===== src/rtl/mode_cmd_arbiter_pkg.sv =====
// Shared definitions for the mode command arbiter: mode FSM encodings,
// controller state enum and the next_mode transition function.
package mode_cmd_arbiter_pkg;

   localparam logic [1:0] S0 = 2'b00;
   localparam logic [1:0] S1 = 2'b01;
   localparam logic [1:0] S2 = 2'b10;
   localparam logic [1:0] S3 = 2'b11;

   typedef enum logic [2:0] {
      ST_IDLE,
      ST_GRANT,
      ST_ISSUE,
      ST_WAIT,
      ST_DONE
   } ctl_state_t;

   // Mode reached when cmd is applied in state cur.
   // S3 remaps commands; all other states jump straight to cmd.
   function automatic logic [1:0] next_mode(input logic [1:0] cur,
                                            input logic [1:0] cmd);
      logic [1:0] r;
      r = cmd;
      if (cur == S3) begin
         case (cmd)
            S0:      r = S2;
            S1:      r = S1;
            S2:      r = S0;
            default: r = S3;
         endcase
      end
      return r;
   endfunction

endpackage


===== src/rtl/mode_cmd_arbiter_rr_pick2.sv =====
// Two-way round-robin selector, purely combinational.
// Ports: req (requests), ptr (preferred index), sel (chosen index), any (some req).
module rr_pick2 (
   input  logic [1:0] req,
   input  logic       ptr,
   output logic       sel,
   output logic       any
);

   always_comb begin
      any = |req;
      sel = req[ptr] ? ptr : ~ptr;
   end

endmodule


===== src/rtl/mode_cmd_arbiter.sv =====
// Arbitrates two command requesters onto a 4-state mode FSM and waits for it
// to reach the target mode, flagging a timeout.
// Ports: clk, rst (async, active-high), req, cmd0, cmd1, cur_state in;
//        gnt, x_out, x_valid, busy, done, err, owner out.
module mode_cmd_arbiter
   import mode_cmd_arbiter_pkg::*;
#(
   parameter int TIMEOUT = 8
) (
   input  logic       clk,
   input  logic       rst,
   input  logic [1:0] req,
   input  logic [1:0] cmd0,
   input  logic [1:0] cmd1,
   input  logic [1:0] cur_state,
   output logic [1:0] gnt,
   output logic [1:0] x_out,
   output logic       x_valid,
   output logic       busy,
   output logic       done,
   output logic       err,
   output logic       owner
);

   localparam int CW = (TIMEOUT > 1) ? $clog2(TIMEOUT) : 1;
   localparam logic [CW-1:0] CNT_LAST = CW'(TIMEOUT - 1);

   ctl_state_t    state, state_d;
   logic          rr_ptr, rr_ptr_d;
   logic          sel_q, sel_q_d;
   logic [1:0]    target, target_d;
   logic [CW-1:0] cnt, cnt_d;
   logic [1:0]    gnt_d, x_out_d;
   logic          x_valid_d, done_d, err_d, owner_d;
   logic          pick_sel, pick_any;

   rr_pick2 u_pick (
      .req (req),
      .ptr (rr_ptr),
      .sel (pick_sel),
      .any (pick_any)
   );

   assign busy = (state != ST_IDLE);

   always_comb begin
      state_d   = state;
      rr_ptr_d  = rr_ptr;
      sel_q_d   = sel_q;
      target_d  = target;
      cnt_d     = cnt;
      gnt_d     = 2'b00;
      x_out_d   = x_out;
      x_valid_d = 1'b0;
      done_d    = 1'b0;
      err_d     = 1'b0;
      owner_d   = owner;
      case (state)
         ST_IDLE: begin
            if (pick_any) begin
               sel_q_d = pick_sel;
               gnt_d   = pick_sel ? 2'b10 : 2'b01;
               state_d = ST_GRANT;
            end
         end
         ST_GRANT: begin
            // capture is unconditional; req may already be gone
            owner_d   = sel_q;
            x_out_d   = sel_q ? cmd1 : cmd0;
            x_valid_d = 1'b1;
            state_d   = ST_ISSUE;
         end
         ST_ISSUE: begin
            target_d = next_mode(cur_state, x_out);
            cnt_d    = '0;
            state_d  = ST_WAIT;
         end
         ST_WAIT: begin
            // a match wins over a timeout landing in the same cycle
            if (cur_state == target) begin
               done_d  = 1'b1;
               state_d = ST_DONE;
            end else if (cnt == CNT_LAST) begin
               done_d  = 1'b1;
               err_d   = 1'b1;
               state_d = ST_DONE;
            end else if (cnt != '1) begin
               cnt_d = cnt + CW'(1);
            end
         end
         ST_DONE: begin
            rr_ptr_d = ~owner;
            state_d  = ST_IDLE;
         end
         default: state_d = ST_IDLE;
      endcase
   end

   always_ff @(posedge clk or posedge rst) begin
      if (rst) begin
         state   <= ST_IDLE;
         rr_ptr  <= 1'b0;
         sel_q   <= 1'b0;
         target  <= 2'b00;
         cnt     <= '0;
         gnt     <= 2'b00;
         x_out   <= 2'b00;
         x_valid <= 1'b0;
         done    <= 1'b0;
         err     <= 1'b0;
         owner   <= 1'b0;
      end else begin
         state   <= state_d;
         rr_ptr  <= rr_ptr_d;
         sel_q   <= sel_q_d;
         target  <= target_d;
         cnt     <= cnt_d;
         gnt     <= gnt_d;
         x_out   <= x_out_d;
         x_valid <= x_valid_d;
         done    <= done_d;
         err     <= err_d;
         owner   <= owner_d;
      end
   end

endmodule


===== config.mk =====
export PLATFORM = sky130hd
export DESIGN_NAME = mode_cmd_arbiter
export DESIGN_NICKNAME = d
export VERILOG_FILES = /design/src/rtl/mode_cmd_arbiter_pkg.sv /design/src/rtl/mode_cmd_arbiter_rr_pick2.sv /design/src/rtl/mode_cmd_arbiter.sv
export SDC_FILE = /design/constraint.sdc
export NUM_CORES = 1
export LEC_CHECK = 0
export CORE_UTILIZATION = 40
export DETAILED_ROUTE_END_ITERATION = 12
export PLACE_DENSITY_LB_ADDON = 0.25
export RECOVER_POWER = 50
export SKIP_CTS_REPAIR_TIMING = 1
export SLEW_MARGIN = 20
export SYNTH_ARGS = -nofsm -noshare
export SYNTH_HDL_FRONTEND = slang
export SYNTH_HIERARCHICAL = 1
export SYNTH_SLANG_ARGS = --single-unit

===== constraint.sdc =====
create_clock -name clk -period 1.6 [get_ports clk]
set_clock_uncertainty 0.15 [all_clocks]
set_input_delay 0.4 -clock clk [delete_from_list [all_inputs] [get_ports clk]]
set_output_delay 0.4 -clock clk [all_outputs]
set_load 0.005 [all_outputs]

==> results.tsv, run 1 <==
stage	metric	value	unit
outcome	outcome	finished, violations left	
outcome	failing checks	negative setup slack	
die	Die Ht	50.1	um
global_route	vias in the first global route	700	
logic_synthesis	register bit total from synthesis	18	
logic_synthesis	Syn Area/Cell	10.5	um2
worst_setup_path	CP Class	flip-flop to output pin	
placement	routability congestion estimate	0.822	
cts	Sink Count	18	
sta	final max-slew violation count	0	
power	Leak	0.730	nW
logic_synthesis	Mapped Area	926	um2
worst_setup_path	crit-path max FO	2	
cts	total clock buffers created by CTS	3	
die	chip width	50.1	um
cells_and_area	share of the core filled with cells	59.3	%
die	row count	17	
cts	CTS root buffer	clkbuf_4	
global_route	first-pass GRT wire length	2840	um
logic_synthesis	cell count after synthesis	88	
die	starting density of the core	42.3	%
drt	DR DRC count	0	
logic_synthesis	yosys warns	6	
cts	Max Buffers Root-to-Sink	2	
power	worst vdd ir	0.890	mV
cts	Reg clk slew, reported paths	0.10	ns
worst_setup_path	Critical Path RT	1.05	ns
drt	TritonRoute pass-1 iters	3	
placement	HPWL after DPL	1230	um
power	power density over the cells	1640	mW/mm2
cells_and_area	nets@finish	137	
die	core box area	0.00219	mm2
worst_setup_path	Critical Path AT	1.06	ns
cts	htree depth	1	
worst_setup_path	R2R cell count	5	
sta	Period minus WS final	1.61	ns
cts	later-pin clock latency in the skew report	0.28	ns
cells_and_area	Layout area overhead	40.4	%
sta	Max Freq	619	MHz
flow_run	max cap viols	0	
drt	Routed Antenna Nets	0	
global_route	largest net degree at the start of global routing	19	
die	full die area	0.00251	mm2
logic_synthesis	syn nets	103	
sta	slew margin rel.	70.5	%
placement	DP Area	0.00120	mm2
cells_and_area	fraction of layout instances using a drive strength above 1	23.1	%
global_route	GRT Total Usage	15.3	%
placement	IO buf count	18	
worst_setup_path	CP Capture Type	output pin	
drt	Vias/cell	4.85	
drt	Avg WL per Cell	11.1	um
sta	RSZ-0062 raised after global routing	true	
logic_synthesis	Netlist cell types	30	
global_route	initial antenna violation count	0	
sta	final worst-path cycle share	101	%
sta	post-route setup slack	-0.0145	ns
cts	TritonCTS clock tree	built	
cells_and_area	diode count	0	
global_route	Overflow after GRT	0	
sta	Setup-failing EPs final	1	
worst_setup_path	startpoint class of the critical path	flip-flop	
hold_path	Hold Path Class	flip-flop to flip-flop	
die	Ports	19	
sta	final hold violations	0	
drt	routed wire length	1660	um
drt	initial DRC count	4	
sta	Worst-Margin Slew	0.443	ns
cells_and_area	Layout Cell Area excl Fill	0.00130	mm2
logic_synthesis	Seq/Total Area, Yosys	48.6	%
drt	DR vias	722	
hold_path	Hold Path Depth	1	
## layout make-up
| cell class | count | area [um2] |
|---|---|---|
| Multi-Input combinational cell | 60 | 450 |
| Clock buffer | 4 | 36.3 |
| Sequential cell | 18 | 450 |
| Inverter | 6 | 22.5 |
| Tap cell | 28 | 35.0 |
| Timing Repair Buffer | 33 | 305 |
| Fill cell | 188 | 891 |
## critical path, cell delays in order (launching register included)
cell and delay [ns]:
dfrtp_1 0.40, nor3_2 0.22, inv_1 0.06, clkbuf_2 0.11
## power by group
group / internal, mW / switching, mW / leakage, nW
Clock: 0.138 / 0.129 / 0.0210
Combinational: 0.605 / 0.503 / 0.483
Sequential: 0.635 / 0.127 / 0.226
## metal layers
metal  GRT usage (%)  wire length [um]  vias up
met1            18.9               781      335
met3            2.78                49        2
met4            7.14                14        0
met2            25.6               815       12
li1                -                 -      373
met5               0                 0        -
## cell usage after synthesis, drive strengths merged
master / count / area (um2)
o22ai: 1 / 6.26
nand3: 1 / 5.00
mux2i: 5 / 50.1
a21oi: 6 / 30.0
o211ai: 3 / 22.5
and4bb: 1 / 12.5
and3: 3 / 18.8
inv: 6 / 22.5
or3b: 1 / 8.76
dfrtp: 18 / 450
buf: 4 / 28.8
nor2: 4 / 15.0
nand2: 9 / 33.8
or2: 2 / 12.5
o31ai: 1 / 12.5
a31oi: 1 / 6.26
or2b: 1 / 7.51
xor2: 2 / 17.5
xnor2: 2 / 17.5
mux2: 1 / 11.3
nor2b: 1 / 6.26
ha: 5 / 62.6
a211oi: 2 / 15.0
nor3: 2 / 10.0
nor3b: 1 / 12.5
o21ai: 3 / 15.0
a21o: 2 / 15.0
## flip-flops by register name, indices dropped and copies added (netlist names)
signal and flops:
state 3, owner 1, target 2, err 1, done 1, x_valid 1, sel_q 1, x_out 2
rr_ptr 1, cnt 3, gnt 2
## metrics by stage
step                setup TNS (ns)  instances  hold WS (ns)  setup WS, ns  total power, mW
finish                     -0.0145        149         0.375       -0.0145             2.14
detailed placement           -1.43        142         0.321        -0.209             1.80
global placement             -1.20        142         0.310        -0.173             1.78
global route                -0.474        149         0.420        -0.130             2.32
floorplan                        0         88         0.189        0.0830             1.42
CTS                          -1.18        146         0.278        -0.441             2.08
## cell usage in the layout (no fill, tap or decap), types with 2 or more instances in the layout
master	n
dfrtp_1	18
buf_4	12
nand2_1	9
clkdlybuf4s50_1	8
dlymetal6s2s_1	8
a21oi_1	6
inv_1	6
mux2i_1	5
nor2_1	4
o211ai_1	3
and3_1	3
ha_1	3
clkbuf_4	3
xnor2_1	2
a21o_1	2
xor2_1	2
a211oi_1	2
clkbuf_2	2
## final timing paths
| kind | to | from | slack (ns) |
|---|---|---|---|
| max | busy | state[2] | -0.01 |
| min | owner | owner | 0.37 |
| max reg2reg | cnt[0] | cnt[1] | 0.01 |
| min reg2reg | owner | owner | 0.37 |
| max in group asynchronous | state[1] | rst | 0.51 |
| min in group asynchronous | x_valid | rst | 0.49 |
## logic make-up after synthesis
| group | count (synthesis) | synth area share, % |
|---|---|---|
| AND/OR/NAND/NOR | 26 | 15.4 |
| AO/OA/AOI/OAI | 19 | 13.2 |
| multiplexers | 6 | 6.62 |
| flip-flops | 18 | 48.6 |
| buffers and inverters | 10 | 5.54 |
| adder cells (fa/ha/maj) | 5 | 6.76 |
| XOR/XNOR | 4 | 3.78 |
Power figures use the tool's default switching activity.
==> run 2, diff against run 1 <==
Settings changed: CTS_CLUSTER_DIAMETER from default to 40.
==> results of run 2 <==
The final DEF is identical to that of run 1; final timing and power are the same.
==> run 3, diff against run 2 <==
Settings changed: PLACE_DENSITY_LB_ADDON 0.25 to 0.3.
Clock period 1.6 ns to 1.61 ns, I/O delays scaled along.
==> results.tsv, run 3 (synthesis gave the netlist of run 1 again) <==
stage	metric	value	unit	change
outcome	outcome	finished, violations left		
outcome	failing checks	negative setup slack		
die	starting density of the core	42.3	%	unchanged
power	Sw Pwr	796	uW	+4.8%
drt	Routed Antenna Nets	0		unchanged
global_route	vias in the first global route	658		-6.0%
worst_setup_path	CP Class	flip-flop to flip-flop		
drt	TritonRoute pass-1 iters	4		+1
cells_and_area	register cell area after layout	450	um2	unchanged
global_route	initial antenna violation count	0		unchanged
sta	final worst-path cycle share	103	%	
cells_and_area	Layout Cell Area excl Fill	0.00131	mm2	+0.87%
drt	routed wire length	1730	um	+3.9%
cells_and_area	Layout fillers	179		-4.8%
power	worst vdd ir	0.949	mV	+6.6%
placement	Place WS	-0.196	ns	+0.0125 ns
power	Clock power frac	12.8	%	+0.3 points
worst_setup_path	Critical Path AT	1.69	ns	+0.63 ns
cells_and_area	Regs by FF count	cnt x3, state x3		
worst_setup_path	Critical Path RT	1.63	ns	+0.58 ns
global_route	GRT Total Usage	15.5	%	+0.14 points
worst_setup_path	worst reg2reg startpoint	state[2]		
global_route	largest net degree at the start of global routing	19		unchanged
power	power density over the cells	1660	mW/mm2	+0.68%
placement	HPWL after DPL	1270	um	+3.6%
sta	post-route setup slack	-0.0522	ns	-0.0377 ns
hold_path	Hold Path Class	flip-flop to flip-flop		
worst_setup_path	R2R cell count	5		unchanged
worst_setup_path	Max stage delay on crit path	0.48	ns	+0.08 ns
sta	Max Freq	602	MHz	
sta	slew margin rel.	70.5	%	about the same
flow_run	max cap viols	0		unchanged
drt	DR vias	718		-0.55%
cts	CTS root buffer	clkbuf_4		
die	row count	17		unchanged
sta	final max-slew violation count	0		unchanged
cts	Max Buffers Root-to-Sink	2		unchanged
placement	routability congestion estimate	0.776		-5.6%
cts	later-pin clock latency in the skew report	0.29	ns	about the same
drt	Vias/cell	4.85		+0.12%
worst_setup_path	crit path from	state[2]		
power	Leak	0.741	nW	+1.4%
cts	Reg clk slew, reported paths	0.10	ns	about the same
worst_setup_path	crit-path cells	buf_4 -> clkbuf_1 -> or3b_4 -> nand2_2 -> o31ai_4		
sta	Worst-Margin Slew	0.442	ns	-0.000296 ns
cts	Sink Count	18		unchanged
cells_and_area	diode count	0		unchanged
sta	final hold violations	0		unchanged
worst_setup_path	slowest CP cell	or3b_4		
cts	total clock buffers created by CTS	3		unchanged
drt	initial DRC count	13		+9
cells_and_area	nets@finish	136		-0.73%
power	Switching Share	36.7	%	+1.1 points
cts	TritonCTS clock tree	built		
die	Die Ht	50.1	um	unchanged
die	Ports	19		unchanged
global_route	Overflow after GRT	0		unchanged
cells_and_area	commonest cells after routing, fill and taps aside	dfrtp_1, buf_4, nand2_1, dlymetal6s2s_1, clkdlybuf4s50_1		
die	core box area	0.00219	mm2	unchanged
sta	Period minus WS final	1.66	ns	
cells_and_area	fraction of layout instances using a drive strength above 1	24.2	%	+1.0 points
sta	Setup-failing EPs final	5		+4
sta	RSZ-0062 raised after global routing	true		
worst_setup_path	CP Capture Type	flip-flop		
drt	DR DRC count	0		unchanged
worst_setup_path	Reg-to-Reg End	target[0]		
cts	htree depth	1		unchanged
power	Int Pwr	1.38	mW	-0.22%
placement	IO buf count	18		unchanged
power	Comb power frac	51.9	%	about the same
worst_setup_path	crit-path max FO	8		+6
worst_setup_path	startpoint class of the critical path	flip-flop		
worst_setup_path	CP Capture Point	target[0]		
cells_and_area	Layout area overhead	41.6	%	
cells_and_area	share of the core filled with cells	59.9	%	+0.51 points
global_route	first-pass GRT wire length	2840	um	unchanged
cells_and_area	Multi-input gate area	473	um2	+5.0%
die	chip width	50.1	um	unchanged
placement	DP Area	0.00119	mm2	-1.2%
die	full die area	0.00251	mm2	unchanged
cells_and_area	most common cell after layout, fill and taps aside	dfrtp_1		
worst_setup_path	R2R Setup Slk	-0.05	ns	-0.06 ns
drt	Avg WL per Cell	11.7	um	+4.6%
power	sequential power share	35.3	%	-0.3 points
-- run 3: cell type report --
cell class	instances	share of cell area [%]
Tap cell	28	2.67
Multi-Input combinational cell	60	36.1
Inverter	6	1.72
Timing Repair Buffer	32	22.4
Sequential cell	18	34.4
Clock buffer	4	2.77
-- run 3: layer usage --
layer | vias to the layer above | track usage [%] | part of all wire (%)
li1 | 369 | - | -
met1 | 331 | 20.3 | 44
met2 | 14 | 23.6 | 51
met3 | 4 | 3.09 | 3.2
met4 | 0 | 8.57 | 1.7
met5 | - | 0 | 0
-- run 3: worst min path at each step --
stage | startpoint | endpoint | slack [ns] | cells past startpoint
final | owner | rr_ptr | 0.33 | 1
after global routing | owner | rr_ptr | 0.34 | 1
after CTS | rst | x_out[0] | 0.26 | 3
after detailed placement | owner | rr_ptr | 0.31 | 1
after global placement | owner | rr_ptr | 0.31 | 1
after floorplan | rst | cnt[0] | 0.19 | 1
-- run 3: per-stage QoR --
| stage | std cells | power (mW) | hold slack (ns) | setup TNS [ns] |
|---|---|---|---|---|
| global route | 148 | 2.35 | 0.342 | -0.511 |
| global placement | 140 | 1.73 | 0.306 | -1.24 |
| finish | 148 | 2.17 | 0.325 | -0.129 |
| detailed placement | 140 | 1.76 | 0.315 | -1.57 |
| floorplan | 88 | 1.41 | 0.191 | 0 |
| CTS | 144 | 2.04 | 0.264 | -1.24 |
-- run 3: power by group through the flow --
stage               clock [mW]  combinational, mW  sequential [mW]
CTS                      0.288              0.986            0.764
global route             0.314               1.25            0.790
global placement             0              0.965            0.764
detailed placement           0              0.983            0.773
finish                   0.278               1.13            0.765
floorplan                    0              0.653            0.758
-- run 3: worst max-delay path: cells and delay by family (launching register included) --
family / cells / cell delay [ns]
flip-flops: 1 / 0.42
AO/OA/AOI/OAI: 1 / 0.06
AND/OR/NAND/NOR: 2 / 0.59
buffers and inverters: 2 / 0.33
